<file path="config.mk">
export PLATFORM = sky130hd
export DESIGN_NAME = mul_rr_arbiter
export DESIGN_NICKNAME = d
export VERILOG_FILES = /design/src/rtl/mul_rr_arbiter.sv
export SDC_FILE = /design/constraint.sdc
export NUM_CORES = 1
export LEC_CHECK = 0
export BUFFER_PORTS_ARGS = -buffer_cell sky130_fd_sc_hd__buf_2
export CAP_MARGIN = 20
export CORE_ASPECT_RATIO = 1.2
export CORE_UTILIZATION = 45
export DETAILED_ROUTE_END_ITERATION = 8
export GPL_TIMING_DRIVEN = 0
export PLACE_DENSITY = 0.67
export SYNTH_ARGS = -nofsm -noshare
export SYNTH_HDL_FRONTEND = slang
export SYNTH_SLANG_ARGS = --single-unit
export TNS_END_PERCENT = 1
</file>
<file path="constraint.sdc">
create_clock -name i_clk -period 8.13 [get_ports i_clk]
set_input_delay 0.813 -clock i_clk [delete_from_list [all_inputs] [get_ports i_clk]]
set_output_delay 0.813 -clock i_clk [all_outputs]
set_load 0.05 [all_outputs]
</file>
<file path="src/rtl/mul_rr_arbiter.sv">
// rtl/mul_rr_arbiter.sv - round-robin arbitrated shared signed multiplier, 2-stage pipeline
module mul_rr_arbiter #(
  parameter int A     = 8,
  parameter int B     = 8,
  parameter int N_REQ = 4,
  parameter int ID_W  = 2,
  parameter int MUL_O = A + B
) (
  input  logic               i_clk,
  input  logic               i_resetn,
  input  logic [N_REQ-1:0]   req_valid,
  input  logic [N_REQ*A-1:0] req_a,
  input  logic [N_REQ*B-1:0] req_b,
  output logic [N_REQ-1:0]   req_ready,
  output logic               out_valid,
  input  logic               out_ready,
  output logic [ID_W-1:0]    out_id,
  output logic [MUL_O-1:0]   out_data,
  output logic               busy
);

  logic [ID_W-1:0]  ptr;
  logic             s1_valid;
  logic [A-1:0]     s1_a;
  logic [B-1:0]     s1_b;
  logic [ID_W-1:0]  s1_id;

  logic             s2_adv;
  logic             s1_adv;
  logic             cand_found;
  logic [ID_W-1:0]  cand_idx;
  logic             handshake;
  logic [MUL_O-1:0] product;

  assign s2_adv    = !out_valid || out_ready;
  assign s1_adv    = !s1_valid || s2_adv;
  assign handshake = cand_found && s1_adv && i_resetn;
  assign busy      = s1_valid | out_valid;

  // Full-width signed product; operands are sign-extended so nothing is truncated.
  assign product = $signed({{(MUL_O-A){s1_a[A-1]}}, s1_a}) *
                   $signed({{(MUL_O-B){s1_b[B-1]}}, s1_b});

  // Round-robin scan: first valid lane at or after ptr, wrapping past N_REQ-1.
  always_comb begin
    cand_found = 1'b0;
    cand_idx   = '0;
    for (int k = 0; k < N_REQ; k++) begin
      int j;
      j = int'(ptr) + k;
      if (j >= N_REQ) j = j - N_REQ;
      if (!cand_found && req_valid[ID_W'(j)]) begin
        cand_found = 1'b1;
        cand_idx   = ID_W'(j);
      end
    end
  end

  // Grant only the candidate, only when stage 1 can take it; held low in reset.
  always_comb begin
    req_ready = '0;
    if (handshake) req_ready[cand_idx] = 1'b1;
  end

  // Pipeline and pointer state; reset discards both stages immediately.
  always_ff @(posedge i_clk or negedge i_resetn) begin
    if (!i_resetn) begin
      ptr       <= '0;
      s1_valid  <= 1'b0;
      s1_a      <= '0;
      s1_b      <= '0;
      s1_id     <= '0;
      out_valid <= 1'b0;
      out_id    <= '0;
      out_data  <= '0;
    end else begin
      if (s1_adv) begin
        s1_valid <= handshake;
        if (handshake) begin
          s1_a  <= req_a[int'(cand_idx)*A +: A];
          s1_b  <= req_b[int'(cand_idx)*B +: B];
          s1_id <= cand_idx;
          ptr   <= (int'(cand_idx) == N_REQ - 1) ? '0 : cand_idx + ID_W'(1);
        end
      end
      if (s2_adv) begin
        out_valid <= s1_valid;
        if (s1_valid) begin
          out_data <= product;
          out_id   <= s1_id;
        end
      end
    end
  end

endmodule

</file>
==> impl_results.md, run 1 <==
* Final setup viols at 0
* CTS tree: yes
* Synth Flop Type: dfrtp_1
* Top cell type's share of synthesized area at 0.2329
* Maximum clock frequency at ~210 MHz
* Die W at 95.56 um
* Drt total wl at 9349 um
* CTS buffer count at 5
* CTS root buffer: clkbuf_16
* Post-detail-place hpwl at 7885 um
* Drc violations at 0
* Post-CTS sizing at 0
* N_diodes at 0
* Slew Viols, Final at 0
* Site Rows at 40
* Gpl congestion at around 0.82
* Largest net degree at the start of global routing at 42
* Vias in the first global route at 3604
* Synth warn at 0
* Seq/Total Area, Yosys at 0.2118
* Dominant cells by area after synthesis: fa_1 23%, dfrtp_1 21%, mux2i_1 10%
* Register bit count reported by yosys at 40
* Total number of vias at 3395
* Gr usage total at 0.1936
* Initial Util at 0.4676
* RSZ-0062 raised after global routing: no
* CP arrival at 4.95 ns
* Clock skew at around 0.0056 ns
* CTS H-Tree Depth at 2
* Synthesized area at 4727 um^2
* Cells after Synth at about 470
* Final setup TNS at 0 ns
* First-pass DRT Iterations at 4
* First-pass GRT wire length at 16440 um
* Layout area overhead at 16.94%
* Postcts setup bufs at 0
* Syn Area/Cell at around 10 um^2
* Fill cell count at 936
* Die Y at 114.3 um
* Fraction of layout cells with a size suffix above 1 at 0.2460
* Min Tclk post-route at 4.774 ns
* Final nets at 727
* Sequential cell area at 1001 um^2
* Setup WS post-layout at 3.356 ns
* CTS clk-pin slew, worst paths at 0.06 ns
* Crit path max fanout at 9
* Buffers on Ports at 94
* Worst slew pin tran at a little over 0.9 ns
* Multi-input gate area at 3298 um^2
* CP Launch Type: flip-flop
* Cell Area, Placed at 5355 um^2
* Worst hold path type: reg2reg
* Post-synth ARST share at 1.000
* Max transition margin at 0.3952
* R2r setup slk at 3.36 ns
* Grt ovf at 0
* Initial antenna violation count at 0
* CTS Sinks at 40
* Worst setup EP type: flip-flop
* Core Box Area at 10110 um^2
* Final instance area at roughly 5500 um^2
* Post-detailed-route wirelength per cell at 13.45 um
* Full die area at 10920 um^2
* Antenna Nets Post-Route at 0
* Number of primary I/O pins at 95
* Synth cell types at 42
* Final Hold Vio Count at 0
* Hold-fix buffers, CTS at 0
* Worst skew pair latency at 0.29 ns
* Area leader, netlist: fa_1
* First-iteration detailed-routing DRC count at 85
* Avg Vias per Cell at approximately 5
* Final period util at 0.5872
* EDFF count, synth at 0
* MaxCap Viol Count at 0
* Post-Place Setup Slack at 3.354 ns
* Clock Tree Buf Depth at 2
* Post-Synthesis Net Count at 626
* Fin Hold WS at between 0.4 and 0.5 ns
* Critical path required time at between 8 and 9 ns
* Outcome: finished clean
* Worst Path Class, Setup: reg2reg
[critical path, stage by stage, from the launching register on]
cell and delay (ns):
dfrtp_1 0.49, and2_1 0.24, fa_1 0.61, inv_1 0.14, fa_1 0.55, inv_1 0.05, fa_1 0.52, inv_1 0.06
fa_1 0.53, inv_1 0.04, ha_1 0.38, a21o_1 0.20, nor4_1 0.06, a211o_1 0.31, a21o_1 0.22, a41o_1 0.25
[cell usage in the layout (no fill, tap or decap), types with 2 or more instances in the layout]
cell type,count
nor2_1,7
a21oi_1,9
o31ai_1,2
o21ai_0,10
xor2_1,4
inv_1,88
nor3_1,3
clkbuf_1,4
mux2_2,24
nor4_1,2
buf_12,2
clkbuf_16,5
o211ai_1,2
fa_1,55
mux2i_1,49
and2_1,49
nand2b_1,3
nand2_1,28
buf_4,2
nor2b_1,8
ha_1,33
a21o_1,4
xnor2_1,10
a31oi_1,2
o21ai_1,3
dfrtp_1,40
buf_2,95
clkinv_4,2
buf_6,2
o21a_1,7
[Yosys cell counts, types with 4 or more instances]
library cell  instances
and2_1               49
nand2_1              28
ha_1                 33
xnor2_1              10
nor2_1                7
dfrtp_1              40
xor2_1                4
o21a_1                7
clkbuf_1              4
a21oi_1               9
nor2b_1               8
a21o_1                4
o21ai_0              10
fa_1                 55
mux2_2               24
mux2i_1              49
inv_1                88
[kinds of logic after synthesis]
kind of cell             count (synthesis)  synth area share
AO/OA/AOI/OAI                           46           0.06538
AND/OR/NAND/NOR                        106            0.1228
XOR/XNOR                                14           0.02594
adder cells (fa/ha/maj)                 88            0.3203
flip-flops                              40            0.2118
buffers and inverters                   99           0.09052
multiplexers                            74            0.1633
[final timing paths]
path                                         start  cells past startpoint                  endpoint
setup / recovery               s1_b[3]$_DFFE_PN0P_                     15  out_data[14]$_DFFE_PN0P_
hold / removal             out_data[7]$_DFFE_PN0P_                      2   out_data[7]$_DFFE_PN0P_
setup reg to reg               s1_b[3]$_DFFE_PN0P_                     15  out_data[14]$_DFFE_PN0P_
hold reg to reg            out_data[7]$_DFFE_PN0P_                      2   out_data[7]$_DFFE_PN0P_
max in group asynchronous                 i_resetn                      1   out_data[9]$_DFFE_PN0P_
min in group asynchronous                 i_resetn                      1        ptr[1]$_DFFE_PN0P_
[registers in the layout, summed over array words and instances (netlist names)]
name / flops
out_data: 16
s1_a: 8
s1_b: 8
out_id: 2
ptr: 2
s1_id: 2
out_valid: 1
s1_valid: 1
[cell type report]
cell class                      count  share of cell area
Sequential cell                    40              0.1811
Inverter                           88             0.05976
Timing Repair Buffer               94             0.08511
Clock buffer                        5             0.02263
Multi-Input combinational cell    328              0.5966
Tap cell                          126             0.02852
Clock inverter                      3            0.008601
Buffer                             11             0.01766
[metrics by stage]
step | cells | utilization
after floorplan | 467 | -
after global placement | 687 | 0.5297
after detailed placement | 687 | 0.5297
after CTS | 695 | 0.5468
after global routing | 695 | 0.5468
final | 695 | 0.5468
[metal layers]
layer  up-vias  GRT usage  share of wire
li1       1689          -              -
met1      1613     0.2373           0.43
met2        83     0.3538           0.52
met3        10    0.02656          0.030
met4         0    0.04677          0.014
met5         -          0              0
Power of run 1 is not shown: default switching activity piles up to over one toggle a cycle in this logic, so the estimate is an artifact.
==> run 2: changes to the inputs <==
--- a/config.mk
+++ b/config.mk
@@ -11,7 +11,7 @@
 export CORE_UTILIZATION = 45
 export DETAILED_ROUTE_END_ITERATION = 8
 export GPL_TIMING_DRIVEN = 0
-export PLACE_DENSITY = 0.67
+export PLACE_DENSITY = 0.7
 export SYNTH_ARGS = -nofsm -noshare
 export SYNTH_HDL_FRONTEND = slang
 export SYNTH_SLANG_ARGS = --single-unit
==> constraint.sdc (replaced) <==
create_clock -name i_clk -period 4.3 [get_ports i_clk]
set_input_delay 0.43 -clock i_clk [delete_from_list [all_inputs] [get_ports i_clk]]
set_output_delay 0.43 -clock i_clk [all_outputs]
set_load 0.05 [all_outputs]
==> impl_results.md, run 2 (synthesis gave the netlist of run 1 again) <==
* Outcome: complete, but fails checks
* Failing checks: setup timing
* Antenna Nets Post-Route at 0
* Total number of vias at roughly 3.5k
* Worst Path Class, Setup: reg2reg
* Vias in the first global route at 3916
* Initial Util at 0.4676
* CTS H-Tree Depth at 2
* CTS buffer count at 5
* Min Tclk post-route at 4.302 ns
* Maximum clock frequency at 232.5 MHz
* Worst skew pair latency at 0.29 ns
* Die W at 95.56 um
* Slew Viols, Final at 0
* Post-detail-place hpwl at 7907 um
* Final setup viols at 1
* Drt total wl at 9844 um
* R2r startpoint: s1_b[4]$_DFFE_PN0P_
* Biggest regs: out_data: 16 flops, s1_a: 8 flops, s1_b: 8 flops
* Fill cell count at 877
* Crit. Startpoint: s1_b[4]$_DFFE_PN0P_
* Multi-input gate area at 3433 um^2
* Clock Tree Buf Depth at 2
* Initial antenna violation count at 0
* Largest stage delay, worst path at 0.61 ns
* Final Hold Vio Count at 0
* Fin Hold WS at 0.2809 ns
* First-iteration detailed-routing DRC count at 81
* Worst hold path type: in2async
* Core Box Area at 10110 um^2
* R2r setup slk at -0.002 ns
* CP arrival at 4.48 ns
* Sequential cell area at 1012 um^2
* Slowest-stage cell, CP: fa_2
* Largest net degree at the start of global routing at 42
* Critical-path cell list: and2_4 > fa_2 > inv_4 > fa_1 > inv_2 > fa_1 > inv_1 > fa_1 > inv_2 > ha_4 > o21a_1 > o21a_1 > o21ai_1 > a211o_1 > a21o_1 > a41o_1
* Max transition margin at 0.3884
* Gpl congestion at just over 0.8
* Crit path max fanout at 5
* Most frequent cells in the layout: 95 x buf_2, 83 x inv_1, 54 x fa_1
* Gr usage total at 0.2058
* Final period util at 1.000
* N_diodes at 0
* Worst setup EP type: flip-flop
* Number of primary I/O pins at 95
* RSZ-0062 raised after global routing: yes
* Final setup TNS at -0.001969 ns
* Clock skew at around 0.0055 ns
* CTS tree: yes
* Grt ovf at 0
* Fraction of layout cells with a size suffix above 1 at 0.3231
* Most Frequent Cell on Critical Path: fa_1
* Layout area overhead at 23.40%
* Most common cell after layout, fill and taps aside: buf_2
* CP Launch Type: flip-flop
* Site Rows at 40
* Final Core Density at 0.5770
* Post-detailed-route wirelength per cell at 13.85 um
* Full die area at 10920 um^2
* Reg2reg end: out_data[14]$_DFFE_PN0P_
* Post-Place Setup Slack at -0.2680 ns
* Worst slew pin tran at 0.9174 ns
* CTS clk-pin slew, worst paths at 0.06 ns
* Final nets at about 740
* Avg Vias per Cell at 4.918
* Max reg flops at 16
* Hold-fix buffers, CTS at 0
* MaxCap Viol Count at 0
* CTS Sinks at 40
* Top reg by flops: out_data
* Worst Setup EP: out_data[14]$_DFFE_PN0P_
* Reg2reg path depth at 16
* First-pass DRT Iterations at 4
* Critical path required time at 4.48 ns
* Setup WS post-layout at -0.001969 ns
* CTS root buffer: clkbuf_16
* Drc violations at 0
* Buffers on Ports at 94
* Die Y at approximately 110 um
* First-pass GRT wire length at 17460 um
run 2: cell count changes in the layout (fill, tap and decap cells not counted), moves of 5 or more:
cell and delta:
inv_1 -5, buf_4 +15, ha_4 +8, dfrtp_2 +9, dfrtp_1 -9, ha_1 -8
run 2: timing repair:
item	CTS	global route
endpoints found under the setup margin	3	5
pin swaps	16	9
resized for setup	27	6
setup buffers	17	0
run 2: final cells by class:
class,instances,share of cell area
multi-input combinational,328,0.5886
sequential,40,0.1735
timing repair buffer,111,0.1053
inverter,88,0.05706
tap,126,0.02703
clock buffer,5,0.02145
buffer,11,0.01673
clock inverter,2,0.01030
run 2: worst max-delay path, delay by kind of cell, from the launching register on:
kind / cells / cell delay [ns]
adders and majority gates: 5 / 2.38
AOI/OAI and AO/OA: 6 / 0.99
DFF: 1 / 0.45
buffers and inverters: 4 / 0.20
and+or+nand+nor: 1 / 0.18
run 2: stage by stage:
stage,cell area (um^2),std cells
detailed placement,5378,687
floorplan,4750,467
CTS,5821,711
global route,5833,711
global placement,5378,687
finish,5833,711
run 2: layer usage:
metal  vias to the layer above  track usage  share of wire
met5                         -            0              0
met4                         0      0.08657          0.028
met3                        19      0.02855          0.031
met2                        94       0.3843           0.53
met1                      1663       0.2290           0.41
li1                       1721            -              -
run 2: worst min path at each step:
stage,to,cells after the start
final,s1_a[2]$_DFFE_PN0P_,1
after global routing,ptr[1]$_DFFE_PN0P_,1
after CTS,s1_id[1]$_DFFE_PN0P_,1
after detailed placement,out_data[10]$_DFFE_PN0P_,2
after global placement,out_data[9]$_DFFE_PN0P_,2
after floorplan,out_data[0]$_DFFE_PN0P_,0
Power of run 2 is left out for the same reason.
==> run 3: changes to the inputs <==
--- a/config.mk
+++ b/config.mk
@@ -9,9 +9,10 @@
 export CAP_MARGIN = 20
 export CORE_ASPECT_RATIO = 1.2
 export CORE_UTILIZATION = 45
+export CTS_CLUSTER_DIAMETER = 40
 export DETAILED_ROUTE_END_ITERATION = 8
 export GPL_TIMING_DRIVEN = 0
-export PLACE_DENSITY = 0.7
+export PLACE_DENSITY = 0.67
 export SYNTH_ARGS = -nofsm -noshare
 export SYNTH_HDL_FRONTEND = slang
 export SYNTH_SLANG_ARGS = --single-unit
==> constraint.sdc (replaced) <==
create_clock -name i_clk -period 4.1 [get_ports i_clk]
set_input_delay 0.41 -clock i_clk [delete_from_list [all_inputs] [get_ports i_clk]]
set_output_delay 0.41 -clock i_clk [all_outputs]
set_load 0.05 [all_outputs]
==> impl_results.md, run 3 (synthesis gave the netlist of run 1 again) <==
* Layout area overhead at 24.96%
* Post-detail-place hpwl at between 7000 and 8000 um
* CTS Sinks at 40
* Fin Hold WS at 0.2431 ns
* Min Tclk post-route at 4.365 ns
* Max reg flops at 16
* Initial Util at 0.4676
* Clock Tree Buf Depth at 2
* Buffers on Ports at 94
* Total number of vias at 3540
* Worst setup EP type: flip-flop
* Most frequent cells in the layout: 96 x buf_2, 85 x inv_1, 53 x fa_1
* Critical-path cell list: and2_4 > fa_2 > inv_4 > fa_1 > inv_1 > fa_1 > inv_1 > fa_1 > inv_2 > ha_4 > o21a_1 > o21a_1 > o21ai_1 > a211o_1 > a21o_1 > a41o_1
* Clock skew at 0.004844 ns
* CTS buffer count at 5
* Most common cell after layout, fill and taps aside: buf_2
* CTS H-Tree Depth at 2
* Top reg by flops: out_data
* Worst skew pair latency at 0.28 ns
* Drt total wl at 10100 um
* Hold-fix buffers, CTS at 0
* Crit path max fanout at 7
* Largest net degree at the start of global routing at 42
* Drc violations at 0
* Full die area at 10920 um^2
* CTS root buffer: clkbuf_16
* Avg Vias per Cell at 4.910
* Outcome: complete, but fails checks
* CP Launch Type: flip-flop
* Final period util at 1.065
* Buf+Inv Stages, Crit Path at 4
* Post-Place Setup Slack at -0.4005 ns
* Slew Viols, Final at 0
* N_diodes at 0
* Vias in the first global route at 3859
* Final Core Density at 0.5843
* CTS clk-pin slew, worst paths at about 0.060 ns
* Worst Path Class, Setup: reg2reg
* Most Frequent Cell on Critical Path: fa_1
* Largest stage delay, worst path at 0.61 ns
* Core Box Area at 10110 um^2
* RSZ-0062 raised after global routing: yes
* Worst hold path type: in2async
* Fraction of layout cells with a size suffix above 1 at 0.3462
* Worst slew pin tran at 0.8947 ns
* Gpl congestion at 0.8274
* Slowest-stage cell, CP: fa_2
* MaxCap Viol Count at 0
* Critical path's top delay family: adder cells
* Post-detailed-route wirelength per cell at 14.00 um
* Die W at 95.56 um
* CTS tree: yes
* Critical path required time at 4.27 ns
* Site Rows at 40
* Antenna Nets Post-Route at 0
* Failing checks: setup timing
* Final instance area at slightly below 6000 um^2
* Final Hold Vio Count at 0
* Final setup viols at 4
* First-pass GRT wire length at 17720 um
* First-iteration detailed-routing DRC count at 79
* Die Y at 114.3 um
* CP arrival at 4.54 ns
* First-pass DRT Iterations at 5
* Number of primary I/O pins at 95
* Maximum clock frequency at 229.1 MHz
* Grt ovf at 0
* Final nets at 754
* Max transition margin at 0.4035
* Initial antenna violation count at 0
* Biggest regs: out_data: 16 flops, s1_a: 8 flops, s1_b: 8 flops
* Setup WS post-layout at -0.2646 ns
* Gr usage total at 0.2102
* Cell Area, Placed at approximately 5400 um^2
## run 3: cell count changes in the layout (fill, tap and decap cells not counted), moves of 2 or more
cell	change
buf_4	+10
dfrtp_1	-7
dfrtp_2	+7
inv_1	+2
inv_2	-2
## run 3: timing repair
| action | 4_1_cts | 5_1_grt |
|---|---|---|
| resized for setup | 29 | 8 |
| pin swaps | 12 | 15 |
| setup endpoints to repair | 5 | 7 |
| buffers inserted | 23 | 4 |
## run 3: routing by layer
layer,vias to the layer above,track usage,wire length [um],part of all wire
li1,1750,-,-,-
met1,1681,0.2504,4261,0.42
met2,102,0.3895,5375,0.53
met3,7,0.02922,332,0.033
met4,0,0.05572,126,0.012
met5,-,0,0,0
## run 3: final cells by class
cell class	count	area [um^2]
fillers	900	4203
multi-input cells	328	3438
well taps	126	157.7
flip-flops and latches	40	1021
inverters	88	332.8
clock inverters	2	60.06
repair buffers	121	674.4
clock buffers	5	125.1
plain buffers	11	97.59
## run 3: final timing paths
| kind | start | to | slack (ns) | cells past startpoint |
|---|---|---|---|---|
| setup / recovery | s1_a[7]$_DFFE_PN0P_ | out_data[14]$_DFFE_PN0P_ | -0.26 | 16 |
| hold / removal | i_resetn | ptr[1]$_DFFE_PN0P_ | 0.24 | 1 |
| setup reg to reg | s1_a[7]$_DFFE_PN0P_ | out_data[14]$_DFFE_PN0P_ | -0.26 | 16 |
| hold reg to reg | out_data[9]$_DFFE_PN0P_ | out_data[9]$_DFFE_PN0P_ | 0.47 | 2 |
| max in group asynchronous | i_resetn | s1_a[0]$_DFFE_PN0P_ | 3.24 | 1 |
| min in group i_clk | out_ready | s1_valid$_DFFE_PN0P_ | 0.41 | 4 |
## run 3: stage by stage
stage               std cells  setup TNS [ns]
floorplan                 467               0
global placement          687         -0.7323
detailed placement        687          -1.000
CTS                       717         -0.5662
global route              721          -1.555
finish                    721         -0.6443
Power of run 3 is left out for the same reason.
